[src/rtl/router_pkg.sv]
// Shared definitions for the router source-side blocks.
//   DATA_W / ADDR_W / LEN_W : router bus, destination and length widths
//   ADDR_INVALID            : destination code with no output port
//   framer_state_t          : packet framer states
//   make_header()           : router header byte {len, addr}
package router_pkg;

    localparam int DATA_W = 8;
    localparam int ADDR_W = 2;
    localparam int LEN_W  = 6;

    localparam logic [ADDR_W-1:0] ADDR_INVALID = 2'b11;

    typedef enum logic [2:0] {
        ST_IDLE,
        ST_LOAD,
        ST_HEADER,
        ST_PAYLOAD,
        ST_PARITY,
        ST_GAP
    } framer_state_t;

    function automatic logic [DATA_W-1:0] make_header(
        input logic [LEN_W-1:0]  len,
        input logic [ADDR_W-1:0] addr
    );
        return {len, addr};
    endfunction

endpackage

[src/rtl/router_pkt_buf.sv]
// Payload buffer for the packet framer: DEPTH x DATA_W register array.
//   clk   : write clock
//   we    : write enable
//   waddr : write address
//   wdata : write data
//   raddr : asynchronous read address
//   rdata : read data (zero for addresses beyond DEPTH-1)
module router_pkt_buf
    import router_pkg::*;
#(
    parameter int DEPTH = 63
) (
    input  logic              clk,
    input  logic              we,
    input  logic [LEN_W-1:0]  waddr,
    input  logic [DATA_W-1:0] wdata,
    input  logic [LEN_W-1:0]  raddr,
    output logic [DATA_W-1:0] rdata
);

    logic [DATA_W-1:0] r_mem [DEPTH];

    always_ff @(posedge clk) begin
        if (we && (int'(waddr) < DEPTH)) begin
            r_mem[waddr] <= wdata;
        end
    end

    // The framer prefetches one entry past the last payload byte; that
    // read falls outside the array and returns zero.
    always_comb begin
        rdata = '0;
        if (int'(raddr) < DEPTH) begin
            rdata = r_mem[raddr];
        end
    end

endmodule

[src/rtl/router_pkt_framer.sv]
// Upstream source stage for the 1x3 router. Takes a packet command and a
// host byte stream, buffers the whole payload, then emits header, payload
// (pkt_valid high) and parity (pkt_valid low) on the router input bus while
// honouring busy back-pressure.
//   clk, rst              : clock, synchronous active-high reset
//   cmd_valid/cmd_ready   : command handshake (ready only in IDLE)
//   cmd_addr, cmd_len     : destination port 0..2, payload length 1..MAX_LEN
//   cmd_corrupt           : invert bit 0 of the parity byte
//   cmd_err               : one-cycle pulse when an illegal command is dropped
//   in_valid/in_data      : payload byte stream
//   in_ready              : payload accepted (LOAD only)
//   busy                  : router busy, hold the current output byte
//   data, pkt_valid       : registered router input bus
//   pkt_done              : one-cycle pulse after the parity byte transfers
//   tx_active             : high in HEADER, PAYLOAD and PARITY
module router_pkt_framer
    import router_pkg::*;
#(
    parameter int MAX_LEN    = 63,
    parameter int GAP_CYCLES = 2
) (
    input  logic              clk,
    input  logic              rst,
    input  logic              cmd_valid,
    output logic              cmd_ready,
    input  logic [ADDR_W-1:0] cmd_addr,
    input  logic [LEN_W-1:0]  cmd_len,
    input  logic              cmd_corrupt,
    output logic              cmd_err,
    input  logic              in_valid,
    input  logic [DATA_W-1:0] in_data,
    output logic              in_ready,
    input  logic              busy,
    output logic [DATA_W-1:0] data,
    output logic              pkt_valid,
    output logic              pkt_done,
    output logic              tx_active
);

    localparam int              GAP_W    = (GAP_CYCLES > 1) ? $clog2(GAP_CYCLES) : 1;
    localparam logic [GAP_W-1:0] GAP_LAST = GAP_W'(GAP_CYCLES - 1);

    framer_state_t     r_state;
    logic [ADDR_W-1:0] r_addr;
    logic [LEN_W-1:0]  r_len;
    logic              r_corrupt;
    logic [LEN_W-1:0]  r_wcnt;
    logic [LEN_W-1:0]  r_rcnt;
    logic [DATA_W-1:0] r_par;
    logic [DATA_W-1:0] r_data;
    logic              r_pkt_valid;
    logic              r_cmd_err;
    logic              r_pkt_done;
    logic [GAP_W-1:0]  r_gcnt;

    logic              w_cmd_fire;
    logic              w_cmd_bad;
    logic              w_we;
    logic [LEN_W-1:0]  w_raddr;
    logic [DATA_W-1:0] w_rdata;

    assign cmd_ready = (r_state == ST_IDLE) && !rst;
    assign in_ready  = (r_state == ST_LOAD);
    assign tx_active = (r_state == ST_HEADER) || (r_state == ST_PAYLOAD) ||
                       (r_state == ST_PARITY);
    assign data      = r_data;
    assign pkt_valid = r_pkt_valid;
    assign cmd_err   = r_cmd_err;
    assign pkt_done  = r_pkt_done;

    assign w_cmd_fire = cmd_valid && cmd_ready;
    assign w_cmd_bad  = (cmd_addr == ADDR_INVALID) || (cmd_len == '0) ||
                        (int'(cmd_len) > MAX_LEN);
    assign w_we       = (r_state == ST_LOAD) && in_valid;

    // Read one byte ahead: the byte fetched here is registered onto data
    // at the edge that transfers the byte currently on the bus.
    assign w_raddr = (r_state == ST_HEADER) ? '0 : (r_rcnt + LEN_W'(1));

    router_pkt_buf #(
        .DEPTH (MAX_LEN)
    ) u_buf (
        .clk   (clk),
        .we    (w_we),
        .waddr (r_wcnt),
        .wdata (in_data),
        .raddr (w_raddr),
        .rdata (w_rdata)
    );

    always_ff @(posedge clk) begin
        if (rst) begin
            r_state     <= ST_IDLE;
            r_addr      <= '0;
            r_len       <= '0;
            r_corrupt   <= 1'b0;
            r_wcnt      <= '0;
            r_rcnt      <= '0;
            r_par       <= '0;
            r_data      <= '0;
            r_pkt_valid <= 1'b0;
            r_cmd_err   <= 1'b0;
            r_pkt_done  <= 1'b0;
            r_gcnt      <= '0;
        end else begin
            r_cmd_err  <= 1'b0;
            r_pkt_done <= 1'b0;
            case (r_state)
                ST_IDLE: begin
                    if (w_cmd_fire) begin
                        if (w_cmd_bad) begin
                            r_cmd_err <= 1'b1;
                        end else begin
                            r_addr    <= cmd_addr;
                            r_len     <= cmd_len;
                            r_corrupt <= cmd_corrupt;
                            r_wcnt    <= '0;
                            r_par     <= make_header(cmd_len, cmd_addr);
                            r_state   <= ST_LOAD;
                        end
                    end
                end
                ST_LOAD: begin
                    if (in_valid) begin
                        r_wcnt <= r_wcnt + LEN_W'(1);
                        r_par  <= r_par ^ in_data;
                        if (r_wcnt == (r_len - LEN_W'(1))) begin
                            r_data      <= make_header(r_len, r_addr);
                            r_pkt_valid <= 1'b1;
                            r_state     <= ST_HEADER;
                        end
                    end
                end
                ST_HEADER: begin
                    if (!busy) begin
                        r_data  <= w_rdata;
                        r_rcnt  <= '0;
                        r_state <= ST_PAYLOAD;
                    end
                end
                ST_PAYLOAD: begin
                    if (!busy) begin
                        if (r_rcnt == (r_len - LEN_W'(1))) begin
                            r_data      <= r_par ^ {{(DATA_W-1){1'b0}}, r_corrupt};
                            r_pkt_valid <= 1'b0;
                            r_state     <= ST_PARITY;
                        end else begin
                            r_rcnt <= r_rcnt + LEN_W'(1);
                            r_data <= w_rdata;
                        end
                    end
                end
                ST_PARITY: begin
                    if (!busy) begin
                        r_data     <= '0;
                        r_pkt_done <= 1'b1;
                        r_gcnt     <= '0;
                        r_state    <= ST_GAP;
                    end
                end
                ST_GAP: begin
                    if (r_gcnt == GAP_LAST) begin
                        r_state <= ST_IDLE;
                    end else begin
                        r_gcnt <= r_gcnt + GAP_W'(1);
                    end
                end
                default: r_state <= ST_IDLE;
            endcase
        end
    end

endmodule

[config.mk]
export PLATFORM = sky130hd
export DESIGN_NAME = router_pkt_framer
export DESIGN_NICKNAME = d
export VERILOG_FILES = /design/src/rtl/router_pkg.sv /design/src/rtl/router_pkt_buf.sv /design/src/rtl/router_pkt_framer.sv
export SDC_FILE = /design/constraint.sdc
export NUM_CORES = 1
export LEC_CHECK = 0
export ABC_AREA = 1
export CAP_MARGIN = 15
export CELL_PAD_IN_SITES_DETAIL_PLACEMENT = 2
export CELL_PAD_IN_SITES_GLOBAL_PLACEMENT = 2
export CORE_MARGIN = 3
export CORE_UTILIZATION = 40
export CTS_BUF_LIST = sky130_fd_sc_hd__clkbuf_4 sky130_fd_sc_hd__clkbuf_8 sky130_fd_sc_hd__clkbuf_16
export DETAILED_ROUTE_END_ITERATION = 10
export PLACE_DENSITY = 0.78
export SETUP_SLACK_MARGIN = 0.1
export SYNTH_ARGS = -nofsm -noshare
export SYNTH_HDL_FRONTEND = slang
export SYNTH_SLANG_ARGS = --single-unit
[constraint.sdc]
create_clock -name clk -period 5.2 [get_ports clk]
set_input_delay 1.56 -clock clk [delete_from_list [all_inputs] [get_ports clk]]
set_output_delay 1.56 -clock clk [all_outputs]
set_load 0.01 [all_outputs]
[Word level (Yosys, flattened, before mapping)]
Memory sizes are Yosys's and may differ from the RTL's.
Cells that the tools add are included.
Operators by class
  add/subtract/negate cells: 4
  multiply operators: 0
  divide/modulo/power cells: 0
  order comparisons: 2
  equality and inequality tests: 18
  shifts and indexed selects: 0
  muxes and demuxes: 43
  bitwise gates (word level): 6
  reductions and logical operators: 24
Operator list (count)
  $mux 8: 10
  $mux 6: 7
  $pmux 8 s4: 1
  $mux 3: 9
  $pmux 6 s2: 2
  $pmux 3 s6: 1
  $ne 2x2->1 const B: 8
  $pmux 8 s2: 1
  $add 6x1->6 const B: 2
  $eq 6x6->1: 2
  $lt 6x6->1 const B: 2
  $mux 1: 10
  $reduce_and 9->1: 1
  $reduce_and 4->1: 2
  $reduce_bool 2->1: 4
  $xor 8x1->8: 1
  $xor 8x8->8: 1
  $eq 3x2->1 const B: 2
  $eq 3x3->1 const B: 2
  $logic_not 6->1: 1
  $reduce_and 6->1: 1
  $sub 6x1->6 const B: 1
  $reduce_and 5->1: 1
  $logic_and 1x1->1: 4
  14 further kinds: 21
Storage, ports and cells
  register bits: 44
  latch bits: 0
  bits in writable memories: 504
  memory bits (read-only): 0
  bits of input ports: 22
  output and inout port bits: 14
  logic and storage cells: 110
  memories kept: 1
Memory list
  u_buf.r_mem: depth 63, width 8, rd ports 1, clocked after memory_dff 0, wr ports 1, RTL line router_pkt_buf.sv:21  | logic [DATA_W-1:0] r_mem [DEPTH];

[Depth between registers and ports, before layout]
  depth in word-level cells: 7
  gate-level depth with buffers: 20
  depth with buffers taken out: 19

[Cells and area by module]
From an unflattened synthesis, not the netlist that was laid out.
Unflattened totals
  cells, all modules: 2494
  area, all modules: 24504.8 um^2
Modules (own cells, without submodules)
  router_pkt_buf: instances 1, cells each 2068, area each 21657.0 um^2, seq. area each 15134.5 um^2
  router_pkt_framer: instances 1, cells each 426, area each 2847.7 um^2, seq. area each 880.8 um^2

[Worst setup path before layout]
Ideal clock, no wire load.
  path type: input to output
  start: in rst
  end: out cmd_ready
  arrival time: 1924 ps
  required time: 3640 ps
  path slack: 1716 ps
  cell stages on the path: 2
  path buffers: 1
  cell sequence: clkbuf_1 > nor2_2
On the way
  cells in the longest elaborated chain, start to end: 2
RTL lines
  start, declared: RTL line router_pkt_framer.sv:23  | input logic rst,
  $logic_not 1->1: RTL line router_pkt_framer.sv:62  | assign cmd_ready = (r_state == ST_IDLE) && !rst;
  $logic_and 1x1->1: RTL line router_pkt_framer.sv:62
  end, declared: RTL line router_pkt_framer.sv:25  | output logic cmd_ready,
No other way between the ends.

[Worst setup path in the final report]
  start: reg r_state[2]
  end: out tx_active
On the way
  cells in the longest elaborated chain, start to end: 3
  elaborated cells on any way between the ends: 5
  classes of those cells: 3 x eq/ne; 2 x reduce/logical
RTL lines
  start, declared: RTL line router_pkt_framer.sv:43  | framer_state_t r_state;
  start signal, assigned: RTL line router_pkt_framer.sv:93  | r_state <= ST_IDLE;
  start signal, assigned: RTL line router_pkt_framer.sv:119  | r_state <= ST_LOAD;
  start signal, assigned: RTL line router_pkt_framer.sv:130  | r_state <= ST_HEADER;
  $eq 3x2->1: RTL line router_pkt_framer.sv:64  | assign tx_active = (r_state == ST_HEADER) || (r_state == ST_PAYLOAD) ||
  $logic_or 1x1->1: RTL line router_pkt_framer.sv:64
  $logic_or 1x1->1 *: RTL line router_pkt_framer.sv:64
  end, declared: RTL line router_pkt_framer.sv:37  | output logic tx_active
Every way passes the cells marked *; elsewhere a longest branch is shown, timed or not.

==> results.cfg <==
[sta]
finalSetupViolCount = 0
post-route-period-util_pct = 89.7
rsz0062_at_grt = no
finalMaxSlewViolations = 0
slew_headroom_pct = 17.8
finClkSkew_ns = 0.00892
fmax_mhz = 214
hold_viol_final = 0
worstMarginPinSlew_ns = 1.23
final.setup.tns_ns = 0
period_minus_slack_ns = 4.66

[power_and_ir_drop]
p_seq_share_pct = 37.8
p_sw_uw = 4890
p_comb_share_pct = 30.5
swShare_pct = 37.1
ir_drop_mv = 0.314
power_density_nw_per_um2 = 507
power_leakage_uw = 0.00932
p_int_uw = 8310
finalPower_uw = 13200
clkPwrFrac_pct = 31.7

[logic_synthesis]
syn_inst = 2113
ys_seq_area_share_pct = 69.1
syn_nets = 2138
ys_seq_elements = 548
post_synth_num_cell_types = 38
synth.yosys.warnings = 0
synth_area_um2 = 23200
synth.avg_cell_area_um2 = 11.0

[floorplanning]
initial_core_util_pct = 40.8
num_io_pins = 36
rows = 87
coreArea_um2 = 56800
die_w_um = 247
die_h_um = 247
fp.dieArea_um2 = 60900

[clock_network]
clk_path_buf_depth = 3
cts_tree = built
clkLatencyLatePin_ns = 0.62
cts_resized = 0
ctsHoldBuffers = 0
cts_root_buf = clkbuf_16
htreeDepth = 2
path_clk_slew_ns = 0.06
cts.sinks = 548
cts_made_buffers = 59
postCtsSetupBuffers = 0

[min_path]
min_path_cells = 2
min_path_type = flop to flop
hp-start = r_gcnt$_SDFFE_PP0P_
min_to = r_gcnt$_SDFFE_PP0P_

[worst_setup_path]
rrSetupSlack_ns = 1.16
worstPathArrival_ns = 3.10
reg2reg_depth = 17
cp.required_ns = 3.64
timing.rr.end = data[4]$_SDFFE_PP0P_
rr_startpoint = r_rcnt[0]$_SDFFE_PP0P_
path_class = flop to output pin
cp_max_fo = 10
endpoint_kind = output pin
worstSetupStartpointType = flop

[detailed_routing]
drt_first_pass_iters = 5
vias = 16718
viasPerCell = 5.70
drtAntennaViolNets = 0
drt_iter0_drc = 1216
wl_per_cell_um = 27.5
totalWireLength_mm = 80.6
route.detailed.drc = 0

[finish]
drive_gt1_share_pct = 8.21
multiInputGateArea_um2 = 6250
n_fill_cell = 5770
ff_latch_area_um2 = 16000
diodes = 0
num-nets-final = 2153
areaGrowthSynthToFinish_pct = 12.4

[grt]
grt_pass1_wl_mm = 119
grt_usage_pct = 26.6
grt_overflow_total = 0
grt_pass1_vias = 18231
grt_max_degree = 87
antenna_found_initial = 0

[placed_design]
place_hpwl_mm = 50.4
port_buffers = 35
gp_congestion = 0.837

[outcome]
status = finished, final reports clean

[run]
cap_violations = 0
-- cells in the mapped netlist --
master / count / area [um2]
nand2_1: 597 / 2240
edfxtp_1: 504 / 15100
nand3_1: 450 / 2250
nor2_1: 126 / 473
a21oi_1: 67 / 335
inv_1: 56 / 210
buf_2: 49 / 245
o21ai_0: 47 / 235
dfxtp_1: 44 / 881
clkbuf_1: 34 / 128
buf_4: 26 / 195
xor2_1: 20 / 175
inv_2: 12 / 45.0
nand4_1: 10 / 62.6
a31oi_1: 8 / 50.1
a211oi_1: 6 / 45.0
buf_6: 6 / 67.6
nor2_2: 5 / 31.3
nor3_1: 5 / 25.0
o211ai_1: 5 / 37.5
buf_1: 4 / 15.0
nand2_4: 4 / 45.0
ha_1: 3 / 37.5
nand2_2: 3 / 18.8
o22ai_1: 3 / 18.8
or2_2: 3 / 18.8
xnor2_1: 3 / 26.3
clkinv_1: 2 / 7.51
o21ai_1: 2 / 10.0
a21oi_4: 1 / 16.3
a22oi_1: 1 / 7.51
a22oi_2: 1 / 12.5
nor2_8: 1 / 20.0
nor4_1: 1 / 6.26
o211a_1: 1 / 10.0
o221ai_1: 1 / 8.76
o31ai_1: 1 / 7.51
xor2_2: 1 / 16.3
-- worst max-delay path: stages (launching register included) --
cell	delay, ns
dfxtp_1	0.39
nor2_2	0.08
nand2_4	0.26
inv_2	0.20
nor2_1	0.24
inv_1	0.10
nor2_1	0.41
inv_1	0.25
clkdlybuf4s50_1	0.54
-- worst max-delay path by stage --
stage / start / to / slack, ns
3_3_place_gp: rst / cmd_ready / 0.90
5_1_grt: r_state[2]$_SDFFE_PP0P_ / tx_active / 0.29
3_5_place_dp: rst / cmd_ready / 0.89
6_report: r_state[2]$_SDFFE_PP0P_ / tx_active / 0.54
2_1_floorplan: rst / cmd_ready / 1.72
4_1_cts: r_state[2]$_SDFFE_PP0P_ / tx_active / 0.51
-- final cells by class --
class,instances,area share (%)
clock inverters,34,0.966
flip-flops and latches,548,61.5
clock buffers,78,6.41
repair buffers,73,2.43
inverters,70,1.02
multi-input cells,1376,24.0
well taps,756,3.63
-- cell families after synthesis --
logic type                 Yosys count  share of synthesized area, %
xor gates and xnor gates            24                         0.940
DFF                                548                          69.1
adders and majority gates            3                         0.162
and+or+nand+nor                   1205                          22.4
buffers and inverters              189                          3.94
AOI/OAI and AO/OA                  144                          3.43
-- through the flow --
| step | hold WS (ns) | setup WS, ns | instances | util [%] | instance area [um2] |
|---|---|---|---|---|---|
| floorplan | 0.440 | 1.72 | 2113 | - | 23200 |
| global placement | 0.450 | 0.896 | 2823 | 42.4 | 24100 |
| detailed placement | 0.463 | 0.886 | 2823 | 42.4 | 24100 |
| CTS | 0.472 | 0.508 | 2935 | 45.8 | 26000 |
| global route | 0.503 | 0.286 | 2935 | 45.8 | 26000 |
| finish | 0.469 | 0.538 | 2935 | 45.8 | 26000 |
-- power by group through the flow --
stage / clock (uW) / combinational (uW) / sequential (uW)
after floorplan: 0 / 2540 / 5050
after global placement: 0 / 3790 / 5070
after detailed placement: 0 / 3980 / 5080
after CTS: 4260 / 4030 / 4980
after global routing: 4410 / 4400 / 5000
final: 4190 / 4030 / 4990
-- layer usage --
layer | part of all wire (%) | track usage (%) | vias to the layer above
li1 | - | - | 7432
met1 | 43 | 35.3 | 8737
met2 | 50 | 45.9 | 409
met3 | 4.2 | 2.79 | 140
met4 | 3.1 | 8.53 | 0
met5 | 0 | 0 | -
-- sequential cells by signal (all words and copies together) (netlist names), 2 cells and up --
signal	cells
r_len	6
r_par	8
r_wcnt	6
u_buf.r_mem	504
r_addr	2
r_state	3
data	8
r_rcnt	6
-- placed cells by master (no fill, tap or decap), types with 2 or more instances in the layout --
| cell type | instances |
|---|---|
| nand2_1 | 597 |
| edfxtp_1 | 504 |
| nand3_1 | 450 |
| nor2_1 | 125 |
| a21oi_1 | 67 |
| clkbuf_16 | 60 |
| inv_1 | 56 |
| o21ai_0 | 47 |
| dfxtp_1 | 44 |
| buf_4 | 35 |
| clkdlybuf4s50_1 | 27 |
| xor2_1 | 20 |
| clkinv_2 | 17 |
| clkinv_1 | 13 |
| clkbuf_4 | 13 |
| inv_2 | 10 |
| nand4_1 | 10 |
| a31oi_1 | 8 |
| buf_2 | 8 |
| nor2_2 | 6 |
| a211oi_1 | 6 |
| nor3_1 | 5 |
| o211ai_1 | 5 |
| clkbuf_8 | 5 |
| nand2_4 | 3 |
| xnor2_1 | 3 |
| o22ai_1 | 3 |
| nand2_2 | 3 |
| or2_2 | 3 |
| ha_1 | 3 |
| bufinv_16 | 3 |
| buf_12 | 3 |
| o21ai_1 | 2 |
| clkinvlp_4 | 2 |
Power figures use the tool's default switching activity.
